File: config.mk
export PLATFORM = sky130hd
export DESIGN_NAME = uart_tx
export DESIGN_NICKNAME = d
export VERILOG_FILES = /design/src/rtl/uart_pkg.sv /design/src/rtl/uart_baud_gen.sv /design/src/rtl/uart_tx.sv
export SDC_FILE = /design/constraint.sdc
export NUM_CORES = 1
export LEC_CHECK = 0
export ABC_AREA = 1
export BUFFER_PORTS_ARGS = -buffer_cell sky130_fd_sc_hd__buf_4
export CELL_PAD_IN_SITES_DETAIL_PLACEMENT = 0
export CELL_PAD_IN_SITES_GLOBAL_PLACEMENT = 1
export CORE_MARGIN = 1
export CORE_UTILIZATION = 25
export CTS_BUF_LIST = sky130_fd_sc_hd__clkbuf_4 sky130_fd_sc_hd__clkbuf_8
export CTS_CLUSTER_DIAMETER = 150
export CTS_CLUSTER_SIZE = 12
export DETAILED_ROUTE_END_ITERATION = 6
export GPL_ROUTABILITY_DRIVEN = 0
export PLACE_DENSITY = 0.48
export SYNTH_ARGS = -nofsm -noshare
export SYNTH_HDL_FRONTEND = slang
export SYNTH_SLANG_ARGS = --single-unit
File: constraint.sdc
create_clock -name clk -period 3.1 [get_ports clk]
set_input_delay 0.155 -clock clk [delete_from_list [all_inputs] [get_ports clk]]
set_output_delay 0.155 -clock clk [all_outputs]
set_load 0.01 [all_outputs]
File: src/rtl/uart_pkg.sv
// Shared UART definitions: frame state encoding and line levels.
// Imported by the transmit and receive stages.
package uart_pkg;

  typedef enum logic [2:0] {
    IDLE,
    START,
    DATA,
    PARITY,
    STOP
  } uart_state_e;

  localparam int   UART_DATA_BITS   = 8;
  localparam logic UART_START_LEVEL = 1'b0;
  localparam logic UART_STOP_LEVEL  = 1'b1;

endpackage

File: src/rtl/uart_baud_gen.sv
// Baud divider: counts 0..CLKS_PER_BIT-1, flags the last clock of a bit.
// Ports: clk, rst (async high), restart (clear count), bit_end (last clock of bit).
module uart_baud_gen #(
  parameter int CLKS_PER_BIT = 4
) (
  input  logic clk,
  input  logic rst,
  input  logic restart,
  output logic bit_end
);

  localparam int CW =
    (CLKS_PER_BIT > 1) ? $clog2(CLKS_PER_BIT) : 1;
  localparam logic [CW-1:0] LAST = CW'(CLKS_PER_BIT - 1);

  logic [CW-1:0] cnt;

  always_ff @(posedge clk or posedge rst) begin
    if (rst) begin
      cnt <= '0;
    end else if (restart || bit_end) begin
      cnt <= '0;
    end else begin
      cnt <= cnt + CW'(1);
    end
  end

  assign bit_end = (cnt == LAST);

endmodule

File: src/rtl/uart_tx.sv
// UART transmitter: start, 8 data bits LSB-first, optional parity, 1-2 stops.
// Ports: clk, rst, in_data/in_valid/in_ready, tx, busy, frame_done.
module uart_tx
  import uart_pkg::*;
#(
  parameter int CLKS_PER_BIT = 4,
  parameter int PARITY_EN    = 1,
  parameter int PARITY_ODD   = 0,
  parameter int STOP_BITS    = 1
) (
  input  logic       clk,
  input  logic       rst,
  input  logic [7:0] in_data,
  input  logic       in_valid,
  output logic       in_ready,
  output logic       tx,
  output logic       busy,
  output logic       frame_done
);

  if (CLKS_PER_BIT < 1) begin : g_bad_cpb
    $error("uart_tx: CLKS_PER_BIT must be >= 1");
  end
  if (STOP_BITS != 1 && STOP_BITS != 2) begin : g_bad_stop
    $error("uart_tx: STOP_BITS must be 1 or 2");
  end

  uart_state_e state_q, state_d;
  logic [7:0]  shift_q, shift_d;
  logic        par_q, par_d;
  logic [2:0]  idx_q, idx_d;
  logic        tx_d;
  logic        bit_end;
  logic        accept;
  logic        last_stop;

  uart_baud_gen #(
    .CLKS_PER_BIT(CLKS_PER_BIT)
  ) u_baud (
    .clk    (clk),
    .rst    (rst),
    .restart(accept),
    .bit_end(bit_end)
  );

  // In STOP the bit index counts stop bits.
  assign last_stop  = (idx_q == 3'(STOP_BITS - 1));
  assign frame_done = (state_q == STOP) && last_stop && bit_end;
  assign in_ready   = !rst && ((state_q == IDLE) || frame_done);
  assign accept     = in_valid && in_ready;
  assign busy       = (state_q != IDLE);

  always_comb begin
    state_d = state_q;
    shift_d = shift_q;
    par_d   = par_q;
    idx_d   = idx_q;
    unique case (state_q)
      IDLE: ;
      START: begin
        if (bit_end) state_d = DATA;
      end
      DATA: begin
        if (bit_end) begin
          shift_d = shift_q >> 1;
          if (idx_q == 3'(UART_DATA_BITS - 1)) begin
            idx_d   = '0;
            state_d = (PARITY_EN != 0) ? PARITY : STOP;
          end else begin
            idx_d = idx_q + 3'd1;
          end
        end
      end
      PARITY: begin
        if (bit_end) state_d = STOP;
      end
      STOP: begin
        if (bit_end) begin
          if (last_stop) begin
            state_d = IDLE;
            idx_d   = '0;
          end else begin
            idx_d = idx_q + 3'd1;
          end
        end
      end
      default: state_d = IDLE;
    endcase
    // Acceptance also covers the last stop cycle: zero-gap frames.
    if (accept) begin
      state_d = START;
      shift_d = in_data;
      par_d   = (^in_data) ^ (PARITY_ODD != 0);
      idx_d   = '0;
    end
    // tx is registered, so it follows the state being entered.
    unique case (state_d)
      START:   tx_d = UART_START_LEVEL;
      DATA:    tx_d = shift_d[0];
      PARITY:  tx_d = par_d;
      default: tx_d = UART_STOP_LEVEL;
    endcase
  end

  always_ff @(posedge clk or posedge rst) begin
    if (rst) begin
      state_q <= IDLE;
      shift_q <= '0;
      par_q   <= 1'b0;
      idx_q   <= '0;
      tx      <= UART_STOP_LEVEL;
    end else begin
      state_q <= state_d;
      shift_q <= shift_d;
      par_q   <= par_d;
      idx_q   <= idx_d;
      tx      <= tx_d;
    end
  end

endmodule
Word level (Yosys, flattened, before mapping):

Index checks and enable logic that the tools add are counted.

* bits in registers: 18
* output and inout bits: 4
* word-level logic and storage cells: 56

* $add $sub $neg: 2
* equality and inequality tests: 11
* muxes and demuxes: 20
* reduce and logical (&&, ||, !) cells: 16

Operator list (count)
* 3-bit two-way mux: 12
* 8-bit two-way mux: 3
* 3-bit case mux with 5 select lines: 1
* 3-bit by 2-bit equality test with 1-bit output (second input constant): 4
* 8-bit XOR reduction: 1
* 3-bit by 1-bit equality test with 1-bit output (second input constant): 2
* 3-bit equality test (second input constant): 2
* 3-bit zero test: 2
* 3-bit by 2-bit != test with 1-bit output (second input constant): 2
* 3-bit case mux with 2 select lines: 1
* 3-bit nonzero test: 2
* 1-bit logical AND: 4
* 2-bit nonzero test: 2
* 3-bit by 1-bit adder with 3-bit output (second input constant): 1
* 1-bit case mux with 3 select lines: 1
* 3-bit AND reduction: 1
* 2-bit by 1-bit adder with 2-bit output (second input constant): 1
* 2-bit equality test (second input constant): 1
* 1-bit logical OR: 2
* 2-bit two-way mux: 1
* 2-bit AND reduction: 1
* 1-bit zero test: 1
* 1-bit two-way mux: 1

Longest topological paths before layout:

Gate-level depths: netlist of run 1.

* depth after elaboration: 9
* depth in mapped cells: 9

Hierarchy:

From an unflattened synthesis of run 1, not the netlist that was laid out.

* cell total of the unflattened synthesis: 134
* area, all modules: 1027.2 um^2

By module, submodules not included
* uart_tx: times used 1, cells each 124, area each 938.4 um^2, seq. area each 401.6 um^2
* uart_baud_gen: times used 1, cells each 10, area each 88.8 um^2, seq. area each 50.0 um^2

Least setup slack after synthesis of run 1:

OpenSTA, ideal clock, no wires.

* path type: register -> register
* from: reg idx_q[0]
* to: reg shift_q[1]
* library setup time: 124 ps
* arrival time: 1277 ps
* data required time: 2976 ps
* path slack: 1699 ps
* stages on the path, launching flop included: 10
* clock period less this slack: 1401 ps
* cells stage by stage: dfrtp_1 inv_1 ha_1 nand3_2 a21oi_4 nand3_4 nand2_2 inv_2 nand2_1 nand3_1

* word-level cells in the longest chain between the ends: 8
* elaborated cells between the ends (all ways): 10
* those cells by class: mux: 1; reduce/logical: 9

Ends and longest elaborated chain
* from (decl): RTL line uart_tx.sv:31 `logic [2:0] idx_q, idx_d;`
* from (signal assigned): RTL line uart_tx.sv:116 `idx_q <= idx_d;`
* 3-bit zero test (*): RTL line uart_tx.sv:47 `assign last_stop = (idx_q == 3'(STOP_BITS - 1));`
* 1-bit logical AND (*) (2 in series): RTL line uart_tx.sv:48 `assign frame_done = (state_q == STOP) && last_stop && bit_end;`
* 1-bit logical OR (*): RTL line uart_tx.sv:49 `assign in_ready = !rst && ((state_q == IDLE) || frame_done);`
* 1-bit logical AND (*): RTL line uart_tx.sv:49
* 1-bit logical AND (*): RTL line uart_tx.sv:50 `assign accept = in_valid && in_ready;`
* 2-bit nonzero test (no line)
* 2-bit AND reduction (no line)
* to (signal assigned): RTL line uart_tx.sv:114 `shift_q <= shift_d;`
* to (decl): RTL line uart_tx.sv:29 `logic [7:0] shift_q, shift_d;`

Mark *: on every way between the ends. The rest lies on a longest branch, timed or not.
A chain may end at the register's enable or synchronous reset.

Final worst setup path of run 1:

* from: reg idx_q[0]
* to: out in_ready

* word-level cells in the longest chain between the ends: 5

Ends and longest elaborated chain
* 3-bit zero test: RTL line uart_tx.sv:47
* 1-bit logical AND (2 in series): RTL line uart_tx.sv:48
* 1-bit logical OR: RTL line uart_tx.sv:49
* 1-bit logical AND: RTL line uart_tx.sv:49
* to (decl): RTL line uart_tx.sv:15 `output logic in_ready,`

No other way between the ends.

==> flow_summary.ini, run 1 <==
[timing]
hold-worst-slack_ns = 0.115
fin_crit_ns = 1.67
fmax_mhz = 600
tightest_slew_ns = 0.380
hold_viol = 0
period_share = 0.538
setup_viol = 0
slew_headroom = 0.746
grt_setup_unrepaired = false
tns_ns = 0
drv_slew = 0
setup_ws_ns = 1.43
finClkSkew_ns = 0.00123

[synth]
synthCells = 126
ys.warnings.count = 0
ys_ff_latch = 18
synthesis.area_um2 = 1020
synth_fp_nets = 141
syn_avg_cell_area_um2 = 8.10
seq_area_frac_synth = 0.442
ys_types = 22

[die]
core_area_um2 = 3800
die_w_um = 65.9
rows = 22
die_h_um = 65.9
initial_core_util = 0.269
dieArea_um2 = 4340
ios = 15

[cts]
cts_buffer_depth = 2
cts_tree = built
clock_latency_ns = 0.26
postCtsHoldBufs = 1
clockRootBuffer = clkbuf_8
cts.repair.resized = 0
cts.clk_slew.worst_paths_ns = 0.07
cts_buffers = 3
cts_setup_buffers = 0
clock_sinks = 18
cts_max_level = 1

[critical_path]
critPathCaptureType = primary output
worstSetupPathType = reg2out
cp.required_ns = 2.94
worstReg2RegStart = idx_q[0]
cp_max_fo = 3
worstPathArrival_ns = 1.51
r2r_cells = 9
rr_endpoint = shift_q[5]
r2r_slack_ns = 1.52
critPathLaunchType = register

[hold_path]
min_delay_path_depth = 3
hp-class = in2reg
min_to = shift_q[7]
min_from = in_data[7]

[place]
io_buffer_count = 14
dp_cells = 189
preCtsSetupSlack_ns = 1.51
place_hpwl_mm = 1.71

[route]
ant_nets = 0
wirelength_mm = 2.18
drt_iter0_drc = 26
viasPerCell = 4.38
drtPass1Iterations = 4
via_count = 850
route.detailed.drc = 0
wire_per_inst_um = 11.2

[global_routing]
grt_first_pass_wirelength_mm = 3.85
grt_usage = 0.121
antenna_found_initial = 0
overflow = 0
grt_pass1_vias = 814
grt_max_degree = 14

[cells_and_area]
final_layout_size_suffix_gt1_frac = 0.240
layout.cells.non_filler = 194
syn2layout_area_growth_pct = 23.3
antenna_cells = 0
nNetsFinal = 162
fillers = 409

[pwr]
power_uw = 1020
p_leak_uw = 0.000636
powerDensity_nw_per_um2 = 809
ir_drop_uv = 182

[run_status]
status = finished clean

[flow_run]
drv_cap = 0
## routing by layer
| metal | track usage | share of wire | wire (um) |
|---|---|---|---|
| met3 | 0.0259 | 0.038 | 82 |
| met4 | 0.0652 | 0.022 | 49 |
| met1 | 0.146 | 0.48 | 1040 |
| met2 | 0.198 | 0.46 | 1000 |
| met5 | 0 | 0 | 0 |
## how the worst max path moves through the flow
stage / startpoint / to / slack, ns / depth (start not counted)
after global placement: idx_q[0] / shift_q[6] / 1.53 / 9
after floorplan: idx_q[0] / shift_q[1] / 1.70 / 9
final: idx_q[0] / in_ready / 1.43 / 7
after detailed placement: idx_q[0] / shift_q[6] / 1.51 / 9
after global routing: idx_q[0] / in_ready / 1.31 / 7
after CTS: idx_q[0] / in_ready / 1.41 / 7
## cell usage in the layout (no fill, tap or decap), types with 4 or more instances in the layout
cell	instances
nand3_1	11
ha_1	4
buf_4	15
xnor2_1	5
inv_1	13
inv_2	4
nand2_1	40
o21ai_0	5
clkbuf_8	4
dfrtp_1	17
nor2_1	8
## cells by family after synthesis
logic type                 synth area share
adders and majority gates            0.0490
and+or+nand+nor                       0.315
AOI/OAI and AO/OA                    0.0662
buffers and inverters                0.0674
xor gates and xnor gates             0.0601
DFF                                   0.442
## sequential cells by signal (all words and copies together) (netlist names)
signal / cells
shift_q: 8
idx_q: 3
state_q: 3
u_baud.cnt: 2
par_q: 1
tx: 1
## worst max-delay path, cell delays in order (launching register included)
cell,delay [ns]
dfrtp_1,0.40
inv_1,0.08
ha_1,0.21
nand3_2,0.13
a21oi_4,0.20
nand2_1,0.08
inv_1,0.06
buf_4,0.11
## through the flow
step | area (um^2) | util
after floorplan | 1020 | -
after global placement | 1190 | 0.314
after detailed placement | 1190 | 0.314
after CTS | 1260 | 0.331
after global routing | 1260 | 0.331
final | 1260 | 0.331
## cell type report
type	instances	area, um^2	share of cell area
flip-flops and latches	18	452	0.359
inverters	18	68.8	0.0547
well taps	48	60.1	0.0477
repair buffers	16	123	0.0974
clock buffers	4	55.1	0.0437
multi-input cells	90	500	0.398
## synthesized netlist by cell type (all sizes together)
master | n | share of area
ha | 4 | 0.049
dfrtp | 17 | 0.42
clkinv | 1 | 0.0049
a21boi | 1 | 0.0074
dfstp | 1 | 0.026
xnor2 | 5 | 0.043
xor2 | 2 | 0.017
inv | 17 | 0.062
nand4 | 2 | 0.012
nand3 | 14 | 0.091
nor2 | 11 | 0.053
a21oi | 3 | 0.026
o21ai | 6 | 0.033
nand2 | 42 | 0.16
## report_power, final
group | leakage (uW) | switching [uW] | internal, uW
sequential | 0.000227 | 63.8 | 337
clock | 0.0000288 | 82.5 | 113
combinational | 0.000381 | 252 | 170
total | 0.000636 | 398 | 620
No activity file was read; power rests on OpenSTA's default activity.
==> run 2: changes to the inputs <==
clock period = 1.65 ns   (was 3.1 ns; I/O delays follow)
==> run 2 against run 1 <==
Net effect:
- first-iteration DRC count is 42% higher
- count of clock-buffer cells in the layout is the same
- flip-flop and latch count stayed put
- largest cell class unchanged
- highest routed layer unchanged
==> flow_summary.ini, run 2 (synthesized netlist as in run 1, its figures left out) <==
[run_status]
status = finished clean

[critical_path]
critPathCaptureType = primary output
worstSetupPathType = reg2out
r2r_cells = 9
cp_max_fo = 3
r2r_slack_ns = 0.13
rr_endpoint = tx
critPathLaunchType = register
worstPathArrival_ns = 1.45
worstReg2RegStart = idx_q[0]
cp.required_ns = 1.57

[cells_and_area]
largest_register_ffs = 8
top_regs = shift_q: 8 flops, idx_q: 3 flops, state_q: 3 flops
final_common_cell = nand2_1
final_cell_mix = 40 x nand2_1, 21 x buf_4, 17 x dfrtp_1
fillers = 422
regArea_um2 = 452
antenna_cells = 0
final_layout_size_suffix_gt1_frac = 0.301
multiInputGateArea_um2 = 515
syn2layout_area_growth_pct = 29.7
top_register = shift_q
nNetsFinal = 169
post-route-util = 0.348

[cts]
clock_latency_ns = 0.25
cts_max_level = 1
cts_tree = built
clock_sinks = 18
clockRootBuffer = clkbuf_8
cts_buffer_depth = 2
cts_buffers = 3
cts.clk_slew.worst_paths_ns = 0.07

[timing]
grt_setup_unrepaired = false
slew_headroom = 0.804
finClkSkew_ns = 0.00530
setup_ws_ns = 0.118
drv_slew = 0
period_share = 0.929
tightest_slew_ns = 0.293
tns_ns = 0
setup_viol = 0
hold_viol = 0
fmax_mhz = 653
fin_crit_ns = 1.53

[hold_path]
min_to = shift_q[7]
min_delay_path_depth = 3
hp-class = in2reg
min_from = in_data[7]

[global_routing]
grt_usage = 0.119
antenna_found_initial = 0
grt_pass1_vias = 861
grt_first_pass_wirelength_mm = 3.82
grt_max_degree = 13
overflow = 0

[route]
route.detailed.drc = 0
drt_iter0_drc = 37
ant_nets = 0
drtPass1Iterations = 4
via_count = 878
wirelength_mm = 2.20
wire_per_inst_um = 10.9
viasPerCell = 4.37

[die]
dieArea_um2 = 4340
rows = 22
ios = 15
die_h_um = 65.9
initial_core_util = 0.269
core_area_um2 = 3800
die_w_um = 65.9

[pwr]
ir_drop_uv = 379
powerDensity_nw_per_um2 = 1470
p_leak_uw = 0.000670

[place]
place_hpwl_mm = 1.78
io_buffer_count = 14
preCtsSetupSlack_ns = 0.0733

[flow_run]
drv_cap = 0
==> run 2: critical path, stage by stage, from the launching register on <==
cell	delay, ns
dfrtp_1	0.41
inv_2	0.08
ha_4	0.13
nand3_2	0.11
a21oi_4	0.22
nand2_1	0.08
inv_1	0.06
buf_4	0.11
==> run 2: layer usage <==
metal / global-route usage / vias up / wire (um)
li1: - / 450 / -
met1: 0.152 / 415 / 1070
met2: 0.188 / 11 / 1050
met3: 0.0207 / 2 / 58
met4: 0.0652 / 0 / 23
met5: 0 / - / 0
==> run 2: per-stage QoR <==
stage	hold WS [ns]	cell area [um^2]	total power, uW	instances
after floorplan	0.0684	1020	1340	126
after global placement	0.238	1220	1590	192
after detailed placement	0.231	1220	1590	192
after CTS	0.0482	1270	1930	197
after global routing	0.0433	1320	2140	201
final	0.0494	1320	1940	201
==> run 2: worst max path at each step <==
stage | slack (ns) | startpoint | to
after detailed placement | 0.07 | idx_q[0] | shift_q[5]
after global routing | 0.007 | idx_q[1] | tx
after CTS | 0.04 | idx_q[0] | in_ready
after global placement | 0.09 | idx_q[0] | shift_q[5]
after floorplan | 0.25 | idx_q[0] | shift_q[1]
final | 0.12 | idx_q[0] | in_ready
==> run 2: what timing repair did <==
item,in CTS,in global routing
setup endpoints to repair,0,10
hold buffers,1,0
resized for setup,0,8
endpoints found under the hold margin,17,0
setup buffers,0,4
==> run 2: area by class of cell <==
cell class,count,area share
inverter,18,0.0520
sequential,18,0.341
tap,48,0.0454
multi-input combinational,90,0.389
timing repair buffer,23,0.135
clock buffer,4,0.0369
==> run 2: power by group <==
part           switching (uW)  internal, uW
Clock                     140           187
Combinational             491           374
Sequential                117           634
Total                     749          1200
==> run 3: changes to the inputs <==
PLACE_DENSITY = default   (was 0.48)
PLACE_DENSITY_LB_ADDON = 0.1   (was default)
==> run 3 against run 2 <==
Net effect:
- setup slack worse by 0.018 ns
- maximum frequency down 1.1%
- total power up 3.2%
- highest routed layer unchanged
- die area unchanged
- non-clock buffer count down 2
- wire length up 3.8%
- count of clock-buffer cells in the layout unchanged
==> flow_summary.ini, run 3 (synthesized netlist as in run 1, its figures left out) <==
[run_status]
status = finished clean

[cells_and_area]
largest_register_ffs = 8
top_regs = shift_q: 8 flops, idx_q: 3 flops, state_q: 3 flops
final_cell_mix = 40 x nand2_1, 20 x buf_4, 17 x dfrtp_1
antenna_cells = 0
final_layout_size_suffix_gt1_frac = 0.278
top_register = shift_q
final_common_cell = nand2_1
fillers = 426
syn2layout_area_growth_pct = 29.2
nNetsFinal = 167
layout.cells.non_filler = 199

[cts]
clock_latency_ns = 0.25
cts_buffers = 3
cts.clk_slew.worst_paths_ns = 0.07
clock_sinks = 18
cts_buffer_depth = 2
clockRootBuffer = clkbuf_8
cts_tree = built
cts_max_level = 1

[global_routing]
grt_max_degree = 20
grt_usage = 0.125
overflow = 0
grt_first_pass_wirelength_mm = 4.00
antenna_found_initial = 0
grt_pass1_vias = 862

[route]
drtPass1Iterations = 4
route.detailed.drc = 0
wirelength_mm = 2.28
via_count = 858
wire_per_inst_um = 11.5
ant_nets = 0
drt_iter0_drc = 42
viasPerCell = 4.31

[timing]
setup_ws_ns = 0.100
fmax_mhz = 645
slew_headroom = 0.776
period_share = 0.939
setup_viol = 0
finClkSkew_ns = 0.00314
drv_slew = 0
fin_crit_ns = 1.55
hold_viol = 0
tightest_slew_ns = 0.334

[critical_path]
path_cells = inv_1, ha_4, nand3_4, a21oi_4, nand2_1, inv_1, buf_4
path_depth = 7
cp_max_fo = 3
critPathSlowestCell = dfrtp_1
crit_buf_inv = 3
critPathLaunchType = register
critPathMaxStageDelay_ns = 0.39
cpLargestDelayFamily = flip-flops
r2r_slack_ns = 0.14
r2r_cells = 8
cp_common_cell = inv_1
worstSetupPathType = reg2out
critPathCaptureType = primary output
worstPathArrival_ns = 1.47
cp.required_ns = 1.57

[die]
dieArea_um2 = 4340
core_area_um2 = 3800
die_h_um = 65.9
die_w_um = 65.9
rows = 22
initial_core_util = 0.269
ios = 15

[pwr]
ir_drop_uv = 423
powerDensity_nw_per_um2 = 1520
p_leak_uw = 0.000661

[place]
place_hpwl_mm = 1.76
preCtsSetupSlack_ns = 0.0886
dp_cells = 190
io_buffer_count = 14

[hold_path]
hp-class = in2reg
min_delay_path_depth = 3

[flow_run]
drv_cap = 0
[run 3: area by class of cell]
| cell class | instances | area [um^2] | share of cell area |
|---|---|---|---|
| multi-input cells | 90 | 523 | 0.397 |
| flip-flops and latches | 18 | 452 | 0.343 |
| repair buffers | 21 | 160 | 0.121 |
| inverters | 18 | 68.8 | 0.0522 |
| well taps | 48 | 60.1 | 0.0455 |
| clock buffers | 4 | 55.1 | 0.0417 |
[run 3: final timing paths]
| path | startpoint | to |
|---|---|---|
| max | idx_q[0] | in_ready |
| min | in_data[7] | shift_q[7] |
| max reg2reg | idx_q[0] | u_baud.cnt[0] |
| min reg2reg | u_baud.cnt[0] | u_baud.cnt[0] |
| max in group asynchronous | rst | tx |
| min in group asynchronous | rst | idx_q[0] |
[run 3: through the flow]
| step | total power, uW | setup TNS [ns] | hold WS, ns | cell area [um^2] | util |
|---|---|---|---|---|---|
| after floorplan | 1340 | 0 | 0.0684 | 1020 | - |
| after global placement | 1580 | 0 | 0.263 | 1200 | 0.316 |
| after detailed placement | 1580 | 0 | 0.256 | 1200 | 0.316 |
| after CTS | 1960 | 0 | 0.0473 | 1270 | 0.333 |
| after global routing | 2210 | -0.00245 | 0.0682 | 1320 | 0.347 |
| final | 2010 | 0 | 0.0481 | 1320 | 0.347 |
[run 3: metal layers]
metal	global-route usage	routed length [um]	vias up
met1	0.152	1010	396
li1	-	-	443
met4	0.0571	40	0
met3	0.0293	90	5
met5	0	0	-
met2	0.208	1140	14
[run 3: power breakdown]
part	internal, uW	leakage [uW]	switching [uW]
Sequential	634	0.000227	116
Combinational	386	0.000405	510
Clock	212	0.0000288	149
Total	1230	0.000661	775
[run 3: worst register-to-register path, delay by kind of cell (launching register included)]
family	cells	cell delay (ns)
compound gates	1	0.21
fa+ha+maj	1	0.16
buf+inv	2	0.29
flops	1	0.39
simple gates	4	0.37
[run 3: repair_timing]
action                                  CTS  global route
buffers inserted                          0             4
endpoints found under the hold margin    17             0
endpoints found under the setup margin    0            10
gates resized for setup                   0             4
hold buffers                              1             0
